$ cat src/rtl/adc_pkt_gen_if.sv
// adc_pkt_gen_if
//   Bundles the self-test generator's register inputs, its start pulse and
//   its frame output bus.
//   master : the generator (adc_pkt_gen) - consumes the register fields and
//            start, drives pkt_gen_data/pkt_gen_vld/busy/done.
//   slave  : the register block / downstream consumer side.
interface adc_pkt_gen_if #(
    parameter int LANES = 96,
    parameter int DW    = 9
);
    logic                  rf_self_mode;
    logic [1:0]            rf_pat_mode;
    logic [DW-1:0]         rf_pat_seed;
    logic [15:0]           rf_burst_len;
    logic                  start;
    logic [DW*LANES-1:0]   pkt_gen_data;
    logic                  pkt_gen_vld;
    logic                  busy;
    logic                  done;

    modport master (
        input  rf_self_mode, rf_pat_mode, rf_pat_seed, rf_burst_len, start,
        output pkt_gen_data, pkt_gen_vld, busy, done
    );

    modport slave (
        output rf_self_mode, rf_pat_mode, rf_pat_seed, rf_burst_len, start,
        input  pkt_gen_data, pkt_gen_vld, busy, done
    );
endinterface

$ cat src/rtl/adc_pkt_gen.sv
// adc_pkt_gen
//   Self-test pattern generator for the ADC capture path. After a start pulse
//   (with rf_self_mode set) it emits one LANES x DW frame per clock for
//   rf_burst_len frames (0 = continuous until rf_self_mode drops). Patterns:
//   0 ramp, 1 constant, 2 PRBS9 (x^9+x^5+1), 3 toggle.
//
//   Ports:
//     clk  - sole clock
//     rst  - asynchronous, active-high reset
//     bus  - adc_pkt_gen_if.master: register fields + start in,
//            pkt_gen_data / pkt_gen_vld / busy / done out (all registered)
//
//   Build option:
//     ADC_PKT_GEN_PRBS_EN - when defined, mode 2 produces PRBS9 through an
//     unrolled LFSR network; when undefined no LFSR is built and mode 2 is
//     a ramp.
module adc_pkt_gen #(
    parameter int LANES = 96,
    parameter int DW    = 9
) (
    input  logic              clk,
    input  logic              rst,
    adc_pkt_gen_if.master     bus
);

    typedef enum logic [1:0] {
        ST_IDLE = 2'd0,
        ST_RUN  = 2'd1,
        ST_DONE = 2'd2
    } state_t;

    state_t              state_q, state_d;
    logic [1:0]          mode_q, mode_d;
    logic [DW-1:0]       seed_q, seed_d;
    logic [15:0]         len_q, len_d;
    logic [15:0]         fcnt_q, fcnt_d;
    logic [DW-1:0]       base_q, base_d;   // ramp value of lane 0 in the current frame
    logic                odd_q, odd_d;     // toggle phase: frame index is odd
    logic [DW*LANES-1:0] data_q, data_d;
    logic                vld_q, busy_q, done_q;

    logic                launch;           // burst starts on this edge
    logic                emit;             // a frame is registered on this edge

    // Next-state / next-frame parameters. All *_d values describe the frame
    // that will be on the bus after this edge, so the lane mux below works
    // from them directly and every output stays a plain flop.
    always_comb begin
        state_d = state_q;
        mode_d  = mode_q;
        seed_d  = seed_q;
        len_d   = len_q;
        fcnt_d  = fcnt_q;
        base_d  = base_q;
        odd_d   = odd_q;
        launch  = 1'b0;
        emit    = 1'b0;
        case (state_q)
            ST_IDLE: begin
                if (bus.start && bus.rf_self_mode) begin
                    launch  = 1'b1;
                    emit    = 1'b1;
                    state_d = ST_RUN;
                    mode_d  = bus.rf_pat_mode;
                    seed_d  = bus.rf_pat_seed;
                    len_d   = bus.rf_burst_len;
                    fcnt_d  = 16'd0;
                    base_d  = bus.rf_pat_seed;
                    odd_d   = 1'b0;
                end
            end
            ST_RUN: begin
                if (!bus.rf_self_mode) begin
                    // Abort: straight back to idle, no done pulse.
                    state_d = ST_IDLE;
                end else if (len_q != 16'd0 && fcnt_q == len_q - 16'd1) begin
                    state_d = ST_DONE;
                end else begin
                    emit   = 1'b1;
                    fcnt_d = fcnt_q + 16'd1;   // wraps freely in continuous mode
                    base_d = base_q + DW'(LANES);
                    odd_d  = ~odd_q;
                end
            end
            default: begin
                state_d = ST_IDLE;
            end
        endcase
    end

`ifdef ADC_PKT_GEN_PRBS_EN
    // prbs_q holds the LFSR state of the NEXT frame to emit, so a single
    // unrolled chain serves both the lane values and the per-frame advance.
    logic [8:0] prbs_q, prbs_d;
    logic [8:0] chain [0:LANES];

    assign chain[0] = launch ? ((bus.rf_pat_seed == '0) ? 9'h1FF : 9'(bus.rf_pat_seed))
                             : prbs_q;

    for (genvar gi = 0; gi < LANES; gi++) begin : g_lfsr
        assign chain[gi+1] = {chain[gi][7:0], chain[gi][8] ^ chain[gi][4]};
    end

    always_comb begin
        prbs_d = prbs_q;
        if (emit) begin
            prbs_d = chain[LANES];
        end
    end

    always_ff @(posedge clk or posedge rst) begin
        if (rst) begin
            prbs_q <= 9'd0;
        end else begin
            prbs_q <= prbs_d;
        end
    end
`endif

    for (genvar gi = 0; gi < LANES; gi++) begin : g_lane
        logic [DW-1:0] lane_val;
        always_comb begin
            case (mode_d)
                2'd1:    lane_val = seed_d;
                2'd3:    lane_val = odd_d ? ~seed_d : seed_d;
`ifdef ADC_PKT_GEN_PRBS_EN
                2'd2:    lane_val = DW'(chain[gi]);
`endif
                default: lane_val = base_d + DW'(gi);
            endcase
        end
        assign data_d[DW*gi +: DW] = emit ? lane_val : '0;
    end

    always_ff @(posedge clk or posedge rst) begin
        if (rst) begin
            state_q <= ST_IDLE;
            mode_q  <= 2'd0;
            seed_q  <= '0;
            len_q   <= 16'd0;
            fcnt_q  <= 16'd0;
            base_q  <= '0;
            odd_q   <= 1'b0;
            data_q  <= '0;
            vld_q   <= 1'b0;
            busy_q  <= 1'b0;
            done_q  <= 1'b0;
        end else begin
            state_q <= state_d;
            mode_q  <= mode_d;
            seed_q  <= seed_d;
            len_q   <= len_d;
            fcnt_q  <= fcnt_d;
            base_q  <= base_d;
            odd_q   <= odd_d;
            data_q  <= data_d;
            vld_q   <= emit;
            busy_q  <= (state_d == ST_RUN);
            done_q  <= (state_d == ST_DONE);
        end
    end

    assign bus.pkt_gen_data = data_q;
    assign bus.pkt_gen_vld  = vld_q;
    assign bus.busy         = busy_q;
    assign bus.done         = done_q;

endmodule

$ cat src/flat_wrapper.sv
// flat-port wrapper written by rule: the top's interface ports become plain ports
module adc_pkt_gen_flat 
#(
    parameter int LANES = 96,
    parameter int DW    = 9
)
  (clk, rst, bus_rf_self_mode, bus_rf_pat_mode, bus_rf_pat_seed, bus_rf_burst_len, bus_start, bus_pkt_gen_data, bus_pkt_gen_vld, bus_busy, bus_done);
  adc_pkt_gen_if #(.LANES(LANES), .DW(DW)) bus_i ();
  input  logic clk;
  input  logic rst;
  input wire logic [$bits(bus_i.rf_self_mode)-1:0] bus_rf_self_mode;
  input wire logic [$bits(bus_i.rf_pat_mode)-1:0] bus_rf_pat_mode;
  input wire logic [$bits(bus_i.rf_pat_seed)-1:0] bus_rf_pat_seed;
  input wire logic [$bits(bus_i.rf_burst_len)-1:0] bus_rf_burst_len;
  input wire logic [$bits(bus_i.start)-1:0] bus_start;
  output wire logic [$bits(bus_i.pkt_gen_data)-1:0] bus_pkt_gen_data;
  output wire logic [$bits(bus_i.pkt_gen_vld)-1:0] bus_pkt_gen_vld;
  output wire logic [$bits(bus_i.busy)-1:0] bus_busy;
  output wire logic [$bits(bus_i.done)-1:0] bus_done;
  assign bus_i.rf_self_mode = bus_rf_self_mode;
  assign bus_i.rf_pat_mode = bus_rf_pat_mode;
  assign bus_i.rf_pat_seed = bus_rf_pat_seed;
  assign bus_i.rf_burst_len = bus_rf_burst_len;
  assign bus_i.start = bus_start;
  assign bus_pkt_gen_data = bus_i.pkt_gen_data;
  assign bus_pkt_gen_vld = bus_i.pkt_gen_vld;
  assign bus_busy = bus_i.busy;
  assign bus_done = bus_i.done;
  adc_pkt_gen #(.LANES(LANES), .DW(DW)) u_core (.clk(clk), .rst(rst), .bus(bus_i));
endmodule
$ cat config.mk
export PLATFORM = sky130hd
export DESIGN_NAME = adc_pkt_gen_flat
export DESIGN_NICKNAME = d
export VERILOG_FILES = /design/src/rtl/adc_pkt_gen_if.sv /design/src/rtl/adc_pkt_gen.sv /design/src/flat_wrapper.sv
export SDC_FILE = /design/constraint.sdc
export NUM_CORES = 1
export LEC_CHECK = 0
export BUFFER_PORTS_ARGS = -buffer_cell sky130_fd_sc_hd__buf_2
export CAP_MARGIN = 30
export CORE_AREA = 5 5 350 352
export CTS_CLUSTER_DIAMETER = 150
export DETAILED_ROUTE_END_ITERATION = 6
export DIE_AREA = 0 0 355 357
export GPL_TIMING_DRIVEN = 0
export PLACE_DENSITY = 0.48
export SLEW_MARGIN = 10
export SYNTH_ARGS = -nofsm -noshare
export SYNTH_HDL_FRONTEND = slang
export SYNTH_SLANG_ARGS = --single-unit
export TNS_END_PERCENT = 1
$ cat constraint.sdc
create_clock -name clk -period 38.2 [get_ports clk]
set_input_delay 7.64 -clock clk [delete_from_list [all_inputs] [get_ports clk]]
set_output_delay 7.64 -clock clk [all_outputs]
set_load 0.01 [all_outputs]
==> flow_metrics.tcl <==
set metrics [dict create \
    status "finished, final reports clean" \
    ant_nets 0 \
    num_rows 127 \
    synthArstFlopShare 1.00 \
    finalSetupViolCount 0 \
    synth-edff-count 0 \
    synth.most_common_cell "dfrtp_1" \
    power_frac_comb 0.401 \
    cap_violations 0 \
    post_cts_buffers 0 \
    htree_num_levels 2 \
    power_leakage_uw 0.0181 \
    fin_util 0.281 \
    via_per_inst 4.26 \
    drc 0 \
    area_growth_pct 35.6 \
    cp-end-kind "flop" \
    drive_gt1_frac 0.447 \
    tightest_slew_ns 1.07 \
    syn_nets 2594 \
    antenna_found_initial 10 \
    die_h_um 357 \
    core_area_um2 119000 \
    fin_crit_sh 0.324 \
    switching_share 0.403 \
    rsz0062_at_grt "no" \
    cts_buffers 54 \
    grt_first_pass_wirelength_um 180000 \
    die-area_um2 127000 \
    first_iter_violations 1760 \
    p_switching_uw 819 \
    vdd_ir_drop_max_uv 41.0 \
    cts_buffer_depth 3 \
    grt-ovfl-total 0 \
    synth_cells 2538 \
    met1_usage 0.246 \
    ys_warn_count 0 \
    port_buffers 896 \
    n_fill_cell 12799 \
    gp_congestion 0.894 \
    hold_path.class "flop to flop" \
    gr-usage-met2 0.353 \
    synth_top_area_share 0.479 \
    clock-sinks 472 \
    ios 898 \
    worst-path-max-fanout 10 \
    skew_ns 0.0457 \
    max_freq_mhz 80.8 \
    synth_seq_area_share 0.479 \
    relSlewSlack 0.285 \
    yosysTopAreaCell "dfrtp_1" \
    ys_types 73 \
    setup_tns_ns 0 \
    grt_start_max_net_pins 95 \
    crit_arrival_ns 12.94 \
    cts-resized-gates 0 \
    root_buffer "clkbuf_16" \
    p_int_uw 1210 \
    ys_top_cells_by_area "dfrtp_1 48%, buf_4 14%, a21oi_1 5.7%" \
    dp.final_hpwl_um 110000 \
    wl_per_cell_um 26.5 \
    pwr-share-clk 0.281 \
    ys_seq_elements 472 \
    powerDensity_nw_per_um2 60.6 \
    hold_viol 0 \
    period_needed_ns 12.38 \
    clk_pin_slew_ns 0.07 \
    fp.dieW_um 355 \
    drtPass1Iterations 5 \
    synth_ff_type "dfrtp_1" \
    track_usage 0.203 \
    seq_power_share 0.318 \
    vias 21762 \
    synth_area_um2 24700 \
    grt_util_met3 0.0456 \
    routed_wl_um 135000 \
    cp.required_ns 38.76 \
    synth_commonest_cells "472 x dfrtp_1, 459 x buf_4, 282 x a21oi_1, 228 x nor2_1, 223 x nand2_1" \
    cts_tree "built" \
    slew_viol_final 0 \
    grt_pass1_vias 21582 \
    critical_path_class "input port to flop" \
    finalNetCount 3569 \
    cp-start-kind "input port" \
    avgSynthCellArea_um2 9.73 \
    initial_core_util 0.207 \
    ctsHoldBuffers 0 \
    grt_busiest_layer "met2" \
    clock_latency_ns 0.65 \
]
[state kept, by name (all words and copies together) (netlist names)]
name	count
u_core.bus.pkt_gen_vld	1
u_core.state_q	2
u_core.seed_q	9
u_core.mode_q	2
u_core.odd_q	1
u_core.fcnt_q	16
u_core.bus.busy	1
u_core.len_q	16
u_core.bus.pkt_gen_data	414
u_core.base_q	9
u_core.bus.done	1
[placed cells by master (no fill, tap or decap), types with 7 or more instances in the layout]
master     netlist  layout
dfrtp_1        472     468
and2_1          10      10
o21ba_2         31      31
inv_1           37      36
o21ai_0         55      55
ha_1            25      25
xnor2_1        154     154
xor2_1          60      60
clkbuf_1       115     118
nor3_1          12      12
clkbuf_16        0      55
a221oi_1        15      15
buf_1           10      10
nand2b_1         9       9
clkinv_2         0       8
mux2i_1         44      44
or3_1           10      10
a21o_1          22      22
buf_4          459     462
buf_6           12      14
bufinv_16        0       7
nor2_1         228     228
nor2b_1         13      13
nand2_1        223     223
a21oi_1        282     282
a211oi_1        58      58
nand3_1         34      34
a31oi_1         19      19
buf_2           34     930
buf_8            0      11
[stage by stage]
step / worst slack (ns) / cells / area [um2] / power, uW / hold WS, ns
4_1_cts: 26.04 / 5107 / 33400 / 2050 / 0.476
2_1_floorplan: 17.39 / 2538 / 24700 / 1080 / 0.438
3_5_place_dp: 25.33 / 5005 / 31500 / 1470 / 0.467
5_1_grt: 25.67 / 5110 / 33500 / 2120 / 0.490
3_3_place_gp: 10.91 / 4982 / 31100 / 1470 / 0.454
6_report: 25.82 / 5112 / 33500 / 2030 / 0.472
[routing by layer]
| metal | up-vias | share of wire |
|---|---|---|
| met1 | 10655 | 0.39 |
| met4 | 0 | 0.042 |
| li1 | 9890 | - |
| met3 | 203 | 0.074 |
| met5 | - | 0 |
| met2 | 1014 | 0.49 |
[kinds of logic (layout without fill, tap and decap cells)]
logic type	after synthesis	count (layout)	synth area share
compound gates	534	534	0.134
other cells	0	5	0
mux	45	45	0.0183
fa+ha+maj	25	25	0.0127
buf+inv	672	1693	0.178
simple gates	576	576	0.103
flops	472	472	0.479
xor+xnor	214	214	0.0759
[power by group through the flow]
stage                     clock network (uW)  logic, uW  registers [uW]
after floorplan                            0        430             655
after global placement                     0        805             663
after global routing                     601        868             654
final                                    570        814             645
after CTS                                583        819             650
after detailed placement                   0        816             657
[critical path, stage by stage]
cell and delay, ns:
buf_2 0.15, nand2_1 0.15, or3_1 0.33, clkbuf_1 0.29
nand2_1 0.15, nand2_1 0.10, inv_1 0.12, clkbuf_1 0.61
clkbuf_1 0.81, buf_1 0.34, ha_1 0.34, clkbuf_1 0.57
nand2_1 0.41, xnor2_1 0.69, o21ba_2 0.22
[layout make-up]
class | instances | area, um2 | share of cell area
Inverter | 41 | 164 | 0.00490
Clock inverter | 36 | 462 | 0.0138
Timing Repair Buffer | 919 | 4870 | 0.146
Antenna cell | 5 | 12.5 | 0.000374
Tap cell | 1548 | 1940 | 0.0579
Clock buffer | 66 | 1480 | 0.0442
Sequential cell | 472 | 11800 | 0.353
Buffer | 631 | 4230 | 0.126
Multi-Input combinational cell | 1394 | 8490 | 0.254
[path summary, 6_finish.rpt]
check	startpoint	to	slack [ns]	cells after the start
setup / recovery	bus_rf_self_mode	u_core.bus.pkt_gen_data[563]	25.82	15
hold / removal	u_core.odd_q	u_core.odd_q	0.47	1
setup reg to reg	u_core.len_q[0]	u_core.bus.pkt_gen_data[89]	32.30	18
hold reg to reg	u_core.odd_q	u_core.odd_q	0.47	1
max in group asynchronous	rst	u_core.bus.pkt_gen_data[419]	29.30	5
min in group asynchronous	rst	u_core.bus.pkt_gen_data[305]	7.12	2
No activity file was read; power rests on OpenSTA's default activity.
